## src/rtl/pll_seq_pkg.sv

```systemverilog
// Shared types and widths for the PLL lock sequencer.
package pll_seq_pkg;

  localparam int unsigned CNT_W    = 24;
  localparam int unsigned RELOCK_W = 8;

  typedef enum logic [2:0] {
    StWaitLock = 3'd0,
    StHold     = 3'd1,
    StRelA     = 3'd2,
    StRelB     = 3'd3,
    StRun      = 3'd4,
    StFault    = 3'd5
  } seq_state_e;

endpackage

```

## src/rtl/lock_sync.sv

```systemverilog
// Two-flop synchronizer for a PLL locked flag; clears to 0 on reset.
module lock_sync (
  input  logic i_clk,
  input  logic i_rst,
  input  logic i_d,
  output logic o_q
);

  logic r_meta;
  logic r_sync;

  always_ff @(posedge i_clk) begin
    if (i_rst) begin
      r_meta <= 1'b0;
      r_sync <= 1'b0;
    end else begin
      r_meta <= i_d;
      r_sync <= r_meta;
    end
  end

  assign o_q = r_sync;

endmodule

```

## src/rtl/pll_lock_sequencer.sv

```systemverilog
// Qualifies both PLL locks, releases the carrier then baseband resets, then enables TX.
// Optional LED heartbeat in RUN when PLL_SEQ_HEARTBEAT_EN is defined.
module pll_lock_sequencer
  import pll_seq_pkg::*;
#(
  parameter int unsigned LOCK_HOLD = 16000,
  parameter int unsigned RST_GAP   = 16,
  parameter int unsigned TIMEOUT   = 16000000,
  parameter int unsigned HB_DIV    = 8000000
) (
  input  logic                hwclk,
  input  logic                rst,
  input  logic                lock_a,
  input  logic                lock_b,
  input  logic                fault_clr,
  output logic                rst_a_out,
  output logic                rst_b_out,
  output logic                tx_en,
  output logic                fault,
  output logic [2:0]          state_o,
  output logic [RELOCK_W-1:0] relock_cnt,
  output logic                heartbeat
);

  localparam logic [CNT_W-1:0] HoldLast    = CNT_W'(LOCK_HOLD - 1);
  localparam logic [CNT_W-1:0] GapLast     = CNT_W'(RST_GAP - 1);
  localparam logic [CNT_W-1:0] TimeoutLast = CNT_W'(TIMEOUT - 1);

  logic             w_lock_a;
  logic             w_lock_b;
  logic             w_both;
  logic             w_loss;
  seq_state_e       r_state;
  seq_state_e       w_state_d;
  logic [CNT_W-1:0] r_cnt;

  logic w_rst_a_d;
  logic w_rst_b_d;
  logic w_tx_en_d;
  logic w_fault_d;
  logic r_rst_a;
  logic r_rst_b;
  logic r_tx_en;
  logic r_fault;
  logic [RELOCK_W-1:0] r_relock;

  lock_sync u_sync_a (
    .i_clk (hwclk),
    .i_rst (rst),
    .i_d   (lock_a),
    .o_q   (w_lock_a)
  );

  lock_sync u_sync_b (
    .i_clk (hwclk),
    .i_rst (rst),
    .i_d   (lock_b),
    .o_q   (w_lock_b)
  );

  assign w_both = w_lock_a & w_lock_b;

  always_ff @(posedge hwclk) begin
    if (rst) begin
      r_state <= StWaitLock;
      r_cnt   <= '0;
    end else begin
      r_state <= w_state_d;
      r_cnt   <= (w_state_d != r_state) ? '0 : r_cnt + CNT_W'(1);
    end
  end

  // Lock loss is tested before any counter expiry so it always wins.
  always_comb begin
    w_state_d = r_state;
    w_loss    = 1'b0;
    case (r_state)
      StWaitLock: begin
        if (w_both)                    w_state_d = StHold;
        else if (r_cnt == TimeoutLast) w_state_d = StFault;
      end
      StHold: begin
        if (!w_both)                w_state_d = StWaitLock;
        else if (r_cnt == HoldLast) w_state_d = StRelA;
      end
      StRelA: begin
        if (!w_both) begin
          w_state_d = StWaitLock;
          w_loss    = 1'b1;
        end else if (r_cnt == GapLast) begin
          w_state_d = StRelB;
        end
      end
      StRelB: begin
        if (!w_both) begin
          w_state_d = StWaitLock;
          w_loss    = 1'b1;
        end else if (r_cnt == GapLast) begin
          w_state_d = StRun;
        end
      end
      StRun: begin
        if (!w_both) begin
          w_state_d = StWaitLock;
          w_loss    = 1'b1;
        end
      end
      StFault: begin
        if (fault_clr) w_state_d = StWaitLock;
      end
      default: w_state_d = StWaitLock;
    endcase
  end

  always_comb begin
    w_rst_a_d = 1'b1;
    w_rst_b_d = 1'b1;
    w_tx_en_d = 1'b0;
    w_fault_d = 1'b0;
    case (w_state_d)
      StRelA: w_rst_a_d = 1'b0;
      StRelB: begin
        w_rst_a_d = 1'b0;
        w_rst_b_d = 1'b0;
      end
      StRun: begin
        w_rst_a_d = 1'b0;
        w_rst_b_d = 1'b0;
        w_tx_en_d = 1'b1;
      end
      StFault: w_fault_d = 1'b1;
      default: ;
    endcase
  end

  always_ff @(posedge hwclk) begin
    if (rst) begin
      r_rst_a  <= 1'b1;
      r_rst_b  <= 1'b1;
      r_tx_en  <= 1'b0;
      r_fault  <= 1'b0;
      r_relock <= '0;
    end else begin
      r_rst_a <= w_rst_a_d;
      r_rst_b <= w_rst_b_d;
      r_tx_en <= w_tx_en_d;
      r_fault <= w_fault_d;
      if (w_loss && (r_relock != '1)) r_relock <= r_relock + RELOCK_W'(1);
    end
  end

  assign rst_a_out  = r_rst_a;
  assign rst_b_out  = r_rst_b;
  assign tx_en      = r_tx_en;
  assign fault      = r_fault;
  assign state_o    = r_state;
  assign relock_cnt = r_relock;

`ifdef PLL_SEQ_HEARTBEAT_EN
  localparam logic [CNT_W-1:0] HbLast = CNT_W'(HB_DIV - 1);

  logic [CNT_W-1:0] r_hb_div;
  logic             r_heartbeat;

  // Divider restarts on every RUN entry so the first toggle is a full HB_DIV in.
  always_ff @(posedge hwclk) begin
    if (rst || (w_state_d != StRun) || (r_state != StRun)) begin
      r_hb_div    <= '0;
      r_heartbeat <= 1'b0;
    end else if (r_hb_div == HbLast) begin
      r_hb_div    <= '0;
      r_heartbeat <= ~r_heartbeat;
    end else begin
      r_hb_div <= r_hb_div + CNT_W'(1);
    end
  end

  assign heartbeat = r_heartbeat;
`else
  // HB_DIV has no effect without the heartbeat divider.
  assign heartbeat = (HB_DIV == 0) & 1'b0;
`endif

endmodule

```

## config.mk

```make
export PLATFORM = sky130hd
export DESIGN_NAME = pll_lock_sequencer
export DESIGN_NICKNAME = d
export VERILOG_FILES = /design/src/rtl/pll_seq_pkg.sv /design/src/rtl/lock_sync.sv /design/src/rtl/pll_lock_sequencer.sv
export SDC_FILE = /design/constraint.sdc
export NUM_CORES = 1
export LEC_CHECK = 0
export CAP_MARGIN = 10
export CELL_PAD_IN_SITES_DETAIL_PLACEMENT = 1
export CELL_PAD_IN_SITES_GLOBAL_PLACEMENT = 1
export CORE_UTILIZATION = 44
export CTS_BUF_LIST = sky130_fd_sc_hd__clkbuf_8
export DETAILED_ROUTE_END_ITERATION = 6
export GPL_TIMING_DRIVEN = 0
export MAX_ROUTING_LAYER = met4
export PLACE_DENSITY_LB_ADDON = 0.1
export SETUP_SLACK_MARGIN = 0.1
export SLEW_MARGIN = 15
export SYNTH_ARGS = -nofsm -noshare
export SYNTH_HDL_FRONTEND = slang
export SYNTH_SLANG_ARGS = --single-unit
```

## constraint.sdc

```tcl
create_clock -name hwclk -period 2.9 [get_ports hwclk]
set_input_delay 0.725 -clock hwclk [delete_from_list [all_inputs] [get_ports hwclk]]
set_output_delay 0.725 -clock hwclk [all_outputs]
set_load 0.03 [all_outputs]
```

After elaboration in Yosys (flattened, before gate mapping)
Index checks and enable logic that the tools add are counted.
W data, S select, Z words.
Word-level totals
  register bits: 43
  input port bits: 5
  output and inout bits: 16
  logic and storage cells: 51
Cells by class
  add/subtract/negate cells: 2
  eq/ne operators: 14
  muxes and demuxes: 17
  bitwise operators: 1
  reductions and logical operators: 6
Operator list (number)
  $mux W3: 10
  $add A24 B1 Y24 const B: 1
  $eq A24 B14 Y1 const B: 1
  $eq A24 B24 Y1 const B: 1
  $eq A24 B4 Y1 const B: 1
  $pmux W3 S6: 1
  $eq A3 B2 Y1 const B: 4
  $eq A3 B3 Y1 const B: 4
  $add A8 B1 Y8 const B: 1
  $ne A8 B8 Y1 const B: 1
  $mux W1: 6
  $reduce_or A3 Y1: 2
  $reduce_or A2 Y1: 2
  $eq A3 B1 Y1 const B: 1
  $logic_not A3 Y1: 1
  $ne A3 B3 Y1: 1
  $and A1 B1 Y1: 1
  $logic_and A1 B1 Y1: 1

Logic depth before layout (Yosys ltp)
  depth after elaboration: 7
  gate-level depth with buffers: 8
  gate-level depth less buffers: 7

Hierarchy
Synthesis repeated with hierarchy kept, for this count alone.
Unflattened totals
  cells, all modules: 268
  area, all modules: 2280.9 um^2
By module, submodules not included
  pll_lock_sequencer: times used 1, cells each 260, area each 2175.8 um^2, sequential area each 780.7 um^2
  lock_sync: times used 2, cells each 4, area each 52.6 um^2, sequential area each 40.0 um^2

Worst setup path after synthesis
No wires, ideal clock.
  kind: reg2reg
  start point: reg r_cnt[18]
  end point: reg r_cnt[10]
  setup time: 130 ps
  arrival: 1965 ps
  required time: 2770 ps
  setup slack: 805 ps
  cell stages (with the launch flop): 7
  path buffers: 1
  period minus slack after synthesis: 2095 ps
  cell sequence: dfxtp_1 or4_4 or2_1 o311ai_0 o311a_1 buf_2 nor3_1
On the way
  cells in the longest elaborated chain, start to end: 6
  elaborated cells on any way between the ends: 14
  classes of those cells: 4 x eq/ne; 9 x mux; 1 x reduce/logical
RTL lines
  start: declaration: line pll_lock_sequencer.sv:35  | logic [CNT_W-1:0] r_cnt;
  start signal: assignment: line pll_lock_sequencer.sv:69  | r_cnt <= (w_state_d != r_state) ? '0 : r_cnt + CNT_W'(1);
  $eq A24 B4 Y1 (tied with other cells): line pll_lock_sequencer.sv:90, pll_lock_sequencer.sv:98
  $mux W3 (on tied branches) (2 in series)
  $pmux W3 S6 *: line pll_lock_sequencer.sv:77  | case (r_state)
  $ne A3 B3 Y1 *: line pll_lock_sequencer.sv:69
  $reduce_or A2 Y1 (no line) *
Mark *: on every way between the ends. The rest lies on a longest branch, timed or not.
A chain may end at the register's enable or synchronous reset.

Worst setup path after layout
  start point: reg r_cnt[16]
  end point: reg r_cnt[12]
Same word-level chain as after synthesis.

==> summary.txt <==
Critical path
  – Top cell family by delay on the critical path: simple AND/OR/NAND/NOR gates
  – Stages on worst setup path: 7
  – Cell-by-cell listing of the critical path: or4_1 -> nor4_1 -> nand3_1 -> o211ai_1 -> buf_4 -> clkbuf_1 -> nor3_1
  – Crit path capture type: flop
  – CP Buf/Inv Count: 2
  – Startpoint type of the worst setup path: flop
  – Endpoint required time on the critical path: 3.06 ns
  – Depth of the worst register-to-register path: 7
  – Critical Path AT: 2.63 ns
  – Critical path type: reg -> reg
  – Biggest cell delay along the critical path: 0.53 ns
  – Critical path launch point: r_cnt[16]
  – Maximum fanout encountered on the critical timing path: 10
  – Worst r2r src: r_cnt[16]
  – Cell with the biggest individual delay on the critical path: or4_1

Outcome
  – Outcome: finished, violations left
  – Failing checks: DRC

Pwr
  – Fraction of power consumed by combinational cells: 0.035
  – Int Pwr: 774 µW
  – Switching power of the nets: 221 µW
  – PwrDens: 411 nW/µm²
  – Net switching fraction of the power: 0.222
  – Power share of the sequential group: 0.603
  – Peak supply drop: 202 µV
  – Part of the total power dissipated in the clock network: 0.362
  – Leak Pwr: 0.000853 µW

Detailed routing
  – WL/cell: 15.8 µm
  – Number of DRC markers after the initial detailed-route iteration: 124
  – Vias post-DR: 1,829
  – Number of vias per cell: 5.72
  – Remaining number of nets flagged by the antenna check after routing: 0
  – Post-route DRC violation count: 2
  – Detailed Routing Iterations Pass 1: 6
  – Drt total wl: 5060 µm

Clocking
  – Clock latency reported for the late side of the worst-skew pair: 0.30 ns
  – Quantity of hold-fixing buffers added after cts: 0
  – Root Buffer: clkbuf_8
  – TritonCTS clock tree: done
  – Depth of the CTS H-tree: 2
  – Post CTS Setup Buffer Count: 0
  – Clk sink count: 43
  – Maximum number of buffers from clock root to sink: 2
  – CTS-repair resized insts: 0
  – Clock transition at the registers of the reported paths: 0.08 ns
  – Number of buffers added by the clock tree synthesis step: 5

Layout
  – Commonest non-fill, non-tap cell in the layout: dfxtp_1
  – Finished Layout Cells: 320
  – Most frequent cells in the layout: 43 x dfxtp_1, 25 x nor3_1, 24 x nor2_1
  – Antenna fix cells: 0
  – Layout fillers: 549
  – FF+latch area: 861 µm²
  – Proportion of layout cells with a drive suffix above 1: 0.0821
  – Number of nets at the end of the flow: 274
  – Syn-to-layout area delta: 17.3%
  – Area of the multi-input gates: 1150 µm²

Placed design
  – Count of input and output buffers: 19
  – Final Wtd Congestion: 0.842
  – Number of cells in the design after placement: 310
  – Detailed placer's ending HPWL: 3690 µm

Floorplan
  – Width of the die: 70.5 µm
  – Initial standard-cell utilization of the core: 0.465
  – Number of standard-cell rows in the floorplan: 24
  – Die outline area: 4970 µm²
  – Count of pins on the block boundary: 21
  – Die height: 70.5 µm
  – Core area: 4440 µm²

STA
  – Final setup violation count: 0
  – Sum of negative setup slack: 0 ns
  – Final critical-path share of the clock period: 0.852
  – Max-slew violations: 0
  – Upper clock frequency limit: 0.405 GHz
  – Slew at the pin closest to its max-slew limit: 0.751 ns
  – Final Hold Violating Endpoints: 0
  – RSZ-0062 raised after global routing: no
  – Worst rel slew slack: 0.496
  – Final setup skew: 0.00844 ns
  – Final worst path period need: 2.47 ns

Global route
  – Initial antenna violation count: 0
  – GRT Residual Overflow: 0
  – Largest net degree at the start of global routing: 13
  – Via count of the first global-routing pass: 1,781
  – GRT Util Overall: 0.229
  – Wire length of the first global-routing pass: 8520 µm

Synth
  – Post-synthesis register bit count: 43
  – Async set or reset register ratio after synthesis: 0
  – Area of the mapped netlist: 2060 µm²
  – Post-synthesis cell type count: 42
  – Proportion of synthesized chip area in sequential cells: 0.417
  – Synthesized area divided by synthesized cell count: 8.64 µm²
  – Main synth FF type: dfxtp_1
  – Synthesized netlist net count: 246
  – Synth warn: 0
  – Number of enable-type register cells in the synthesized netlist: 0
  – Cell count after synthesis: 239

Hold path
  – Worst hold path class: reg -> reg
  – Hold path start: u_sync_a.r_meta
  – Worst hold stages: 1

Flow run
  – Max-cap check violation count: 0
layout make-up:
class,count,area share
inverter,2,0.00310
sequential,43,0.355
multi-input combinational,182,0.473
clock buffer,5,0.0284
buffer,12,0.0232
clock inverter,3,0.00517
tap,52,0.0269
timing repair buffer,21,0.0847
power by group through the flow:
stage	Clock [µW]	Sequential (µW)	Combinational (µW)
4_1_cts	370	600	33.1
3_3_place_gp	0	614	32.3
2_1_floorplan	0	613	19.7
6_report	360	600	34.6
5_1_grt	389	601	38.4
3_5_place_dp	0	614	33.0
logic make-up (layout without fill, tap and decap cells):
group,Yosys count,count (layout),share of synthesized area
multiplexers,3,3,0.0145
other,1,1,0.00182
AND/OR/NAND/NOR,132,132,0.342
AO/OA/AOI/OAI,15,15,0.0588
flip-flops,43,43,0.417
adder cells (fa/ha/maj),2,2,0.0121
buffers and inverters,14,43,0.0309
XOR/XNOR,29,29,0.123
routing by layer:
layer / share of wire / GRT usage / vias to the layer above
met2: 0.48 / 0.374 / 25
met1: 0.48 / 0.284 / 884
met5: 0 / - / -
met4: 0.014 / 0.0680 / 0
met3: 0.026 / 0.0476 / 9
li1: - / - / 911
Yosys cell counts, types with 4 or more instances:
cell,n,area share
and3_1,6,0.018
buf_2,6,0.015
clkbuf_1,5,0.0091
dfxtp_1,43,0.42
nand2_1,18,0.033
nand3_1,15,0.036
nand4_1,11,0.033
nor2_1,24,0.044
nor2b_1,5,0.015
nor3_1,25,0.061
nor3b_1,4,0.015
nor4_1,8,0.024
xnor2_1,11,0.047
xor2_1,18,0.076
final timing paths:
path,end,slack [ns]
max,r_cnt[12],0.43
min reg2reg,u_sync_a.o_q,0.45
min,u_sync_a.o_q,0.45
max reg2reg,r_cnt[12],0.43
stage by stage:
step	setup slack (ns)	utilization	power (µW)	hold slack (ns)	cell area [µm²]
after floorplan	0.805	-	633	0.414	2060
after detailed placement	0.273	0.522	647	0.433	2320
after global routing	0.216	0.545	1030	0.467	2420
after CTS	0.225	0.540	1000	0.452	2400
final	0.429	0.545	994	0.447	2420
after global placement	0.289	0.522	646	0.417	2320
state kept, by name, indices dropped and copies added, names as in the netlist:
name / count
state_o: 3
r_cnt: 24
u_sync_a.o_q: 1
rst_b_out: 1
rst_a_out: 1
u_sync_a.r_meta: 1
tx_en: 1
relock_cnt: 8
fault: 1
u_sync_b.r_meta: 1
u_sync_b.o_q: 1
Power figures use the tool's default switching activity.
